File: src/rtl/eca_pkg.sv
// rtl/eca_pkg.sv - shared constants and state type for the cellular-automaton engine
package eca_pkg;
    localparam logic [1:0] BND_ZERO = 2'd0;
    localparam logic [1:0] BND_ONE  = 2'd1;
    localparam logic [1:0] BND_WRAP = 2'd2;

    typedef enum logic {
        IDLE = 1'b0,
        HOLD = 1'b1
    } state_e;
endpackage

File: src/rtl/eca_if.sv
// rtl/eca_if.sv - generation output stream with valid/ready backpressure
interface eca_if #(
    parameter int LEN = 512
);
    logic [LEN-1:0] q;
    logic           q_valid;
    logic           q_ready;

    modport master (
        output q,
        output q_valid,
        input  q_ready
    );

    modport slave (
        input  q,
        input  q_valid,
        output q_ready
    );
endinterface

File: src/rtl/eca_next_gen.sv
// rtl/eca_next_gen.sv - combinational one-step update of an elementary cellular automaton
module eca_next_gen
    import eca_pkg::*;
#(
    parameter int LEN = 512
) (
    input  logic [LEN-1:0] q,
    input  logic [7:0]     rule,
    input  logic [1:0]     bnd_mode,
    output logic [LEN-1:0] nxt
);
    logic           bnd_l;
    logic           bnd_r;
    logic [LEN+1:0] ext;

    always_comb begin
        bnd_l = 1'b0;
        bnd_r = 1'b0;
        case (bnd_mode)
            BND_ONE: begin
                bnd_l = 1'b1;
                bnd_r = 1'b1;
            end
            BND_WRAP: begin
                bnd_l = q[0];
                bnd_r = q[LEN-1];
            end
            default: begin
                bnd_l = 1'b0;
                bnd_r = 1'b0;
            end
        endcase
        // ext[i+2:i] is the {left, centre, right} neighbourhood of cell i
        ext = {bnd_l, q, bnd_r};
        nxt = '0;
        for (int i = 0; i < LEN; i++) begin
            nxt[i] = rule[ext[i +: 3]];
        end
    end
endmodule

File: src/rtl/eca_engine.sv
// rtl/eca_engine.sv - runs N generations of a selectable ECA rule and streams each one out
module eca_engine
    import eca_pkg::*;
#(
    parameter int LEN = 512,
    parameter int GW  = 16
) (
    input  logic           clk,
    input  logic           reset,
    input  logic           load,
    input  logic [LEN-1:0] data,
    input  logic [7:0]     rule,
    input  logic [1:0]     bnd_mode,
    input  logic           start,
    input  logic [GW-1:0]  gens,
    input  logic           abort,
    eca_if.master          out_if,
    output logic           busy,
    output logic           done,
    output logic [GW-1:0]  gen_count
);
    state_e         state_q, state_d;
    logic [LEN-1:0] q_q, q_d;
    logic [GW-1:0]  gen_q, gen_d;
    logic [GW-1:0]  tgt_q, tgt_d;
    logic [7:0]     rule_q, rule_d;
    logic [1:0]     mode_q, mode_d;
    logic           done_q, done_d;
    logic [LEN-1:0] nxt;
    logic [7:0]     rule_eff;
    logic [1:0]     mode_eff;

    // The first generation is computed in the start cycle, before the latch settles
    assign rule_eff = (state_q == IDLE) ? rule : rule_q;
    assign mode_eff = (state_q == IDLE) ? bnd_mode : mode_q;

    eca_next_gen #(.LEN(LEN)) u_next_gen (
        .q        (q_q),
        .rule     (rule_eff),
        .bnd_mode (mode_eff),
        .nxt      (nxt)
    );

    always_ff @(posedge clk) begin
        if (reset) begin
            state_q <= IDLE;
            q_q     <= '0;
            gen_q   <= '0;
            tgt_q   <= '0;
            rule_q  <= '0;
            mode_q  <= '0;
            done_q  <= 1'b0;
        end else begin
            state_q <= state_d;
            q_q     <= q_d;
            gen_q   <= gen_d;
            tgt_q   <= tgt_d;
            rule_q  <= rule_d;
            mode_q  <= mode_d;
            done_q  <= done_d;
        end
    end

    always_comb begin
        state_d = state_q;
        q_d     = q_q;
        gen_d   = gen_q;
        tgt_d   = tgt_q;
        rule_d  = rule_q;
        mode_d  = mode_q;
        done_d  = 1'b0;
        case (state_q)
            IDLE: begin
                if (load) begin
                    q_d   = data;
                    gen_d = '0;
                end else if (start) begin
                    if (gens == '0) begin
                        done_d = 1'b1;
                    end else begin
                        rule_d  = rule;
                        mode_d  = bnd_mode;
                        tgt_d   = gens;
                        q_d     = nxt;
                        gen_d   = GW'(1);
                        state_d = HOLD;
                    end
                end
            end
            HOLD: begin
                if (abort) begin
                    state_d = IDLE;
                end else if (out_if.q_ready) begin
                    if (gen_q == tgt_q) begin
                        done_d  = 1'b1;
                        state_d = IDLE;
                    end else begin
                        q_d   = nxt;
                        gen_d = gen_q + GW'(1);
                    end
                end
            end
            default: state_d = IDLE;
        endcase
    end

    assign out_if.q       = q_q;
    assign out_if.q_valid = (state_q == HOLD);
    assign busy           = (state_q != IDLE);
    assign done           = done_q;
    assign gen_count      = gen_q;
endmodule

File: src/flat_wrapper.sv
// flat-port wrapper written by rule: the top's interface ports become plain ports
module eca_engine_flat import eca_pkg::*;
#(
    parameter int LEN = 512,
    parameter int GW  = 16
)
  (clk, reset, load, data, rule, bnd_mode, start, gens, abort, busy, done, gen_count, out_if_q, out_if_q_valid, out_if_q_ready);
  eca_if #(.LEN(LEN)) out_if_i ();
  input  logic clk;
  input  logic reset;
  input  logic load;
  input  logic [LEN-1:0] data;
  input  logic [7:0] rule;
  input  logic [1:0] bnd_mode;
  input  logic start;
  input  logic [GW-1:0] gens;
  input  logic abort;
  output logic busy;
  output logic done;
  output logic [GW-1:0] gen_count;
  output wire logic [$bits(out_if_i.q)-1:0] out_if_q;
  output wire logic [$bits(out_if_i.q_valid)-1:0] out_if_q_valid;
  input wire logic [$bits(out_if_i.q_ready)-1:0] out_if_q_ready;
  assign out_if_q = out_if_i.q;
  assign out_if_q_valid = out_if_i.q_valid;
  assign out_if_i.q_ready = out_if_q_ready;
  eca_engine #(.LEN(LEN), .GW(GW)) u_core (.clk(clk), .reset(reset), .load(load), .data(data), .rule(rule), .bnd_mode(bnd_mode), .start(start), .gens(gens), .abort(abort), .out_if(out_if_i), .busy(busy), .done(done), .gen_count(gen_count));
endmodule
File: config.mk
export PLATFORM = sky130hd
export DESIGN_NAME = eca_engine_flat
export DESIGN_NICKNAME = d
export VERILOG_FILES = /design/src/rtl/eca_pkg.sv /design/src/rtl/eca_if.sv /design/src/rtl/eca_next_gen.sv /design/src/rtl/eca_engine.sv /design/src/flat_wrapper.sv
export SDC_FILE = /design/constraint.sdc
export NUM_CORES = 2
export LEC_CHECK = 0
export BUFFER_PORTS_ARGS = -buffer_cell sky130_fd_sc_hd__buf_2
export CORE_AREA = 2 2 417 419
export CTS_CLUSTER_SIZE = 25
export DETAILED_ROUTE_END_ITERATION = 8
export DIE_AREA = 0 0 419 421
export GPL_ROUTABILITY_DRIVEN = 1
export PLACE_DENSITY_LB_ADDON = 0.2
export SETUP_SLACK_MARGIN = 0.1
export SKIP_LAST_GASP = 1
export SLEW_MARGIN = 15
export SYNTH_ARGS = -nofsm -noshare
export SYNTH_HDL_FRONTEND = slang
export SYNTH_SLANG_ARGS = --single-unit
File: constraint.sdc
create_clock -name clk -period 5.5 [get_ports clk]
set_input_delay 0.55 -clock clk [delete_from_list [all_inputs] [get_ports clk]]
set_output_delay 0.55 -clock clk [all_outputs]
set_load 0.01 [all_outputs]
==> results.json <==
{
  "routed-via-count": 58000,
  "yosysSeqAreaShare": 0.201,
  "die_area_um2": 176000,
  "relSlewSlack": 0.197,
  "clk_latency_ps": 750,
  "cts_tree": "done",
  "ant_nets": 0,
  "core_area_um2": 172000,
  "min_period_ps": 3710,
  "cts_resized": 0,
  "totalWireLength_um": 260000,
  "start_util": 0.321,
  "cp.arrival_ps": 4350,
  "power_density_nw_per_um2": 314,
  "clockRootBuffer": "clkbuf_16",
  "tightest_slew_ps": 1200,
  "fin_crit_sh": 0.674,
  "hold_class": "input port to flip-flop",
  "rsz0062_at_grt": "false",
  "die_w_um": 419,
  "drt_iter0_drc": 6726,
  "synth-seq-cells": 556,
  "grt_pass1_wl_um": 380000,
  "synthArstFlopShare": 0,
  "vias_per_cell": 6.58,
  "end_kind": "flip-flop",
  "critPathLaunchType": "flip-flop",
  "numPortBuffers": 1074,
  "fmax_mhz": 270,
  "clock_sinks": 556,
  "p_leak_nw": 22.1,
  "syn_inst": 6239,
  "design_area_um2": 63700,
  "place_hpwl_um": 163000,
  "grt_max_degree": 166,
  "dpl_cell_area_um2": 60900,
  "first_pass_iters": 6,
  "status": "finished clean",
  "clkTransAtPathRegs_ps": 60,
  "power_mw": 20.0,
  "drc": 0,
  "fin_ws_ps": 1800,
  "slew_violations": 0,
  "ys_types": 61,
  "htreeDepth": 3,
  "clockBufferDepth": 3,
  "fin_setup_tns_ps": 0,
  "rows": 153,
  "dpl_worst_slack_ps": 1870,
  "fill_cells": 17500,
  "cts-buffers-inserted": 82,
  "place_congestion": 0.890,
  "fin_hold_ws_ps": 71.7,
  "nets": 6949,
  "path_max_fanout": 129,
  "synth_edf_count": 0,
  "syn_avg_cell_area_um2": 8.88,
  "finalSetupViolCount": 0,
  "antenna_found_initial": 51,
  "synthFlopType": "dfxtp_1",
  "hold_viol_final": 0,
  "drive_above_1_share": 0.339,
  "io_pins": 1075,
  "track_usage": 0.282,
  "clock_skew_ps": 26.0,
  "synth_nets": 6786,
  "required_ps": 6150,
  "setup.worst_path.class": "flip-flop to flip-flop",
  "grt_remaining_overflow": 0,
  "post_cts_buffers": 0,
  "yosys_warnings": 0,
  "vdd_ir_drop_max_mv": 0.235,
  "max-cap-violations": 0,
  "routedWlPerCell_um": 29.5,
  "grt_pass1_vias": 52700,
  "syn_area_um2": 55400,
  "die_h_um": 421,
  "syn_to_final_growth_pct": 15.0,
  "final_common_cell": "buf_2",
  "layout_common_cells": "buf_2 (1073), nor2_1 (905), mux4_2 (794), a211oi_1 (632), dfxtp_1 (555)"
}
-- cell type report --
cell class / count / area, µm² / area share
Antenna cell: 37 / 92.6 / 0.00145
Tap cell: 2325 / 2910 / 0.0457
Inverter: 124 / 465 / 0.00731
Clock inverter: 23 / 229 / 0.00360
Clock buffer: 114 / 2410 / 0.0378
Sequential cell: 556 / 11100 / 0.175
Timing Repair Buffer: 1221 / 7080 / 0.111
Multi-Input combinational cell: 4417 / 39400 / 0.618
-- path summary, 6_finish.rpt --
path | startpoint | end | slack (ps) | depth (start not counted)
max | u_core.busy$_SDFF_PP0_ | u_core.out_if.q[9]$_SDFFE_PP0P_ | 1800 | 8
min | gens[8] | u_core.tgt_q[8]$_SDFFE_PP0P_ | 70 | 3
max reg2reg | u_core.busy$_SDFF_PP0_ | u_core.out_if.q[9]$_SDFFE_PP0P_ | 1800 | 8
min reg2reg | u_core.mode_q[1]$_SDFFE_PP0P_ | u_core.mode_q[1]$_SDFFE_PP0P_ | 460 | 2
-- logic make-up after synthesis --
family / after synthesis / synth area share
DFF: 556 / 0.201
muxes: 816 / 0.328
adders and majority gates: 3 / 0.000678
AOI/OAI and AO/OA: 1760 / 0.232
buffers and inverters: 1266 / 0.0920
xor gates and xnor gates: 16 / 0.00253
and+or+nand+nor: 1822 / 0.144
-- timing repair --
action,CTS,global route
endpoints found under the setup margin,0,0
hold buffers,1,0
endpoints found under the hold margin,1,0
-- worst max-delay path: stages (launching register included) --
cell      delay, ps
dfxtp_2         440
buf_4           510
mux2_8          930
buf_4           660
mux4_2          350
nor2_1           40
a211oi_1        350
a211oi_1         90
nor3_1          180
-- flip-flops by register name, summed over array words and instances, names as in the netlist --
register	flops
u_core.out_if.q	512
u_core.gen_count	16
u_core.tgt_q	16
u_core.rule_q	8
u_core.mode_q	2
u_core.busy	1
u_core.done	1
-- metal layers --
layer / vias up / GRT usage / part of all wire
li1: 24700 / - / -
met1: 29500 / 0.380 / 0.40
met2: 3284 / 0.424 / 0.45
met3: 565 / 0.0500 / 0.083
met4: 14 / 0.159 / 0.062
met5: - / 0 / 0.00031
-- synthesized netlist by cell type (9+ instances only) --
| cell type | count | area share |
|---|---|---|
| nand3b_1 | 59 | 0.0080 |
| nand2_1 | 354 | 0.024 |
| mux2i_1 | 11 | 0.0020 |
| nor2_1 | 905 | 0.061 |
| nor3_1 | 318 | 0.029 |
| o22ai_1 | 17 | 0.0019 |
| xnor2_1 | 16 | 0.0025 |
| a221oi_1 | 75 | 0.012 |
| dfxtp_1 | 556 | 0.20 |
| o31ai_1 | 28 | 0.0038 |
| clkbuf_1 | 853 | 0.058 |
| a211oi_1 | 632 | 0.086 |
| o32ai_1 | 13 | 0.0021 |
| a41o_1 | 27 | 0.0049 |
| a211o_1 | 44 | 0.0070 |
| mux4_2 | 794 | 0.32 |
| a311oi_1 | 17 | 0.0027 |
| nand2b_1 | 10 | 0.0011 |
| nor4_1 | 60 | 0.0068 |
| buf_6 | 23 | 0.0047 |
| or4_1 | 16 | 0.0022 |
| o21ai_0 | 152 | 0.014 |
| or3_1 | 23 | 0.0026 |
| o32a_1 | 22 | 0.0040 |
| a21oi_1 | 256 | 0.023 |
| a2111oi_0 | 101 | 0.016 |
| o221ai_1 | 9 | 0.0014 |
| nand4_1 | 35 | 0.0040 |
| nand3_1 | 18 | 0.0016 |
| buf_2 | 90 | 0.0081 |
| a2bb2oi_1 | 9 | 0.0014 |
| buf_1 | 162 | 0.011 |
| o2111ai_1 | 116 | 0.018 |
| o211ai_1 | 195 | 0.026 |
| inv_1 | 120 | 0.0081 |
| nor3_2 | 12 | 0.0022 |
| a211oi_2 | 14 | 0.0032 |
-- report_power, final --
| group | internal (mW) | switching (mW) |
|---|---|---|
| combinational | 3.97 | 4.14 |
| sequential | 4.60 | 1.77 |
| clock | 3.21 | 2.34 |
| total | 11.8 | 8.25 |
-- metrics by stage --
step / cells / util
floorplan: 6239 / -
global placement: 8642 / 0.353
detailed placement: 8642 / 0.353
CTS: 8780 / 0.369
global route: 8810 / 0.369
finish: 8817 / 0.369
(Power assumes the default switching activity.)
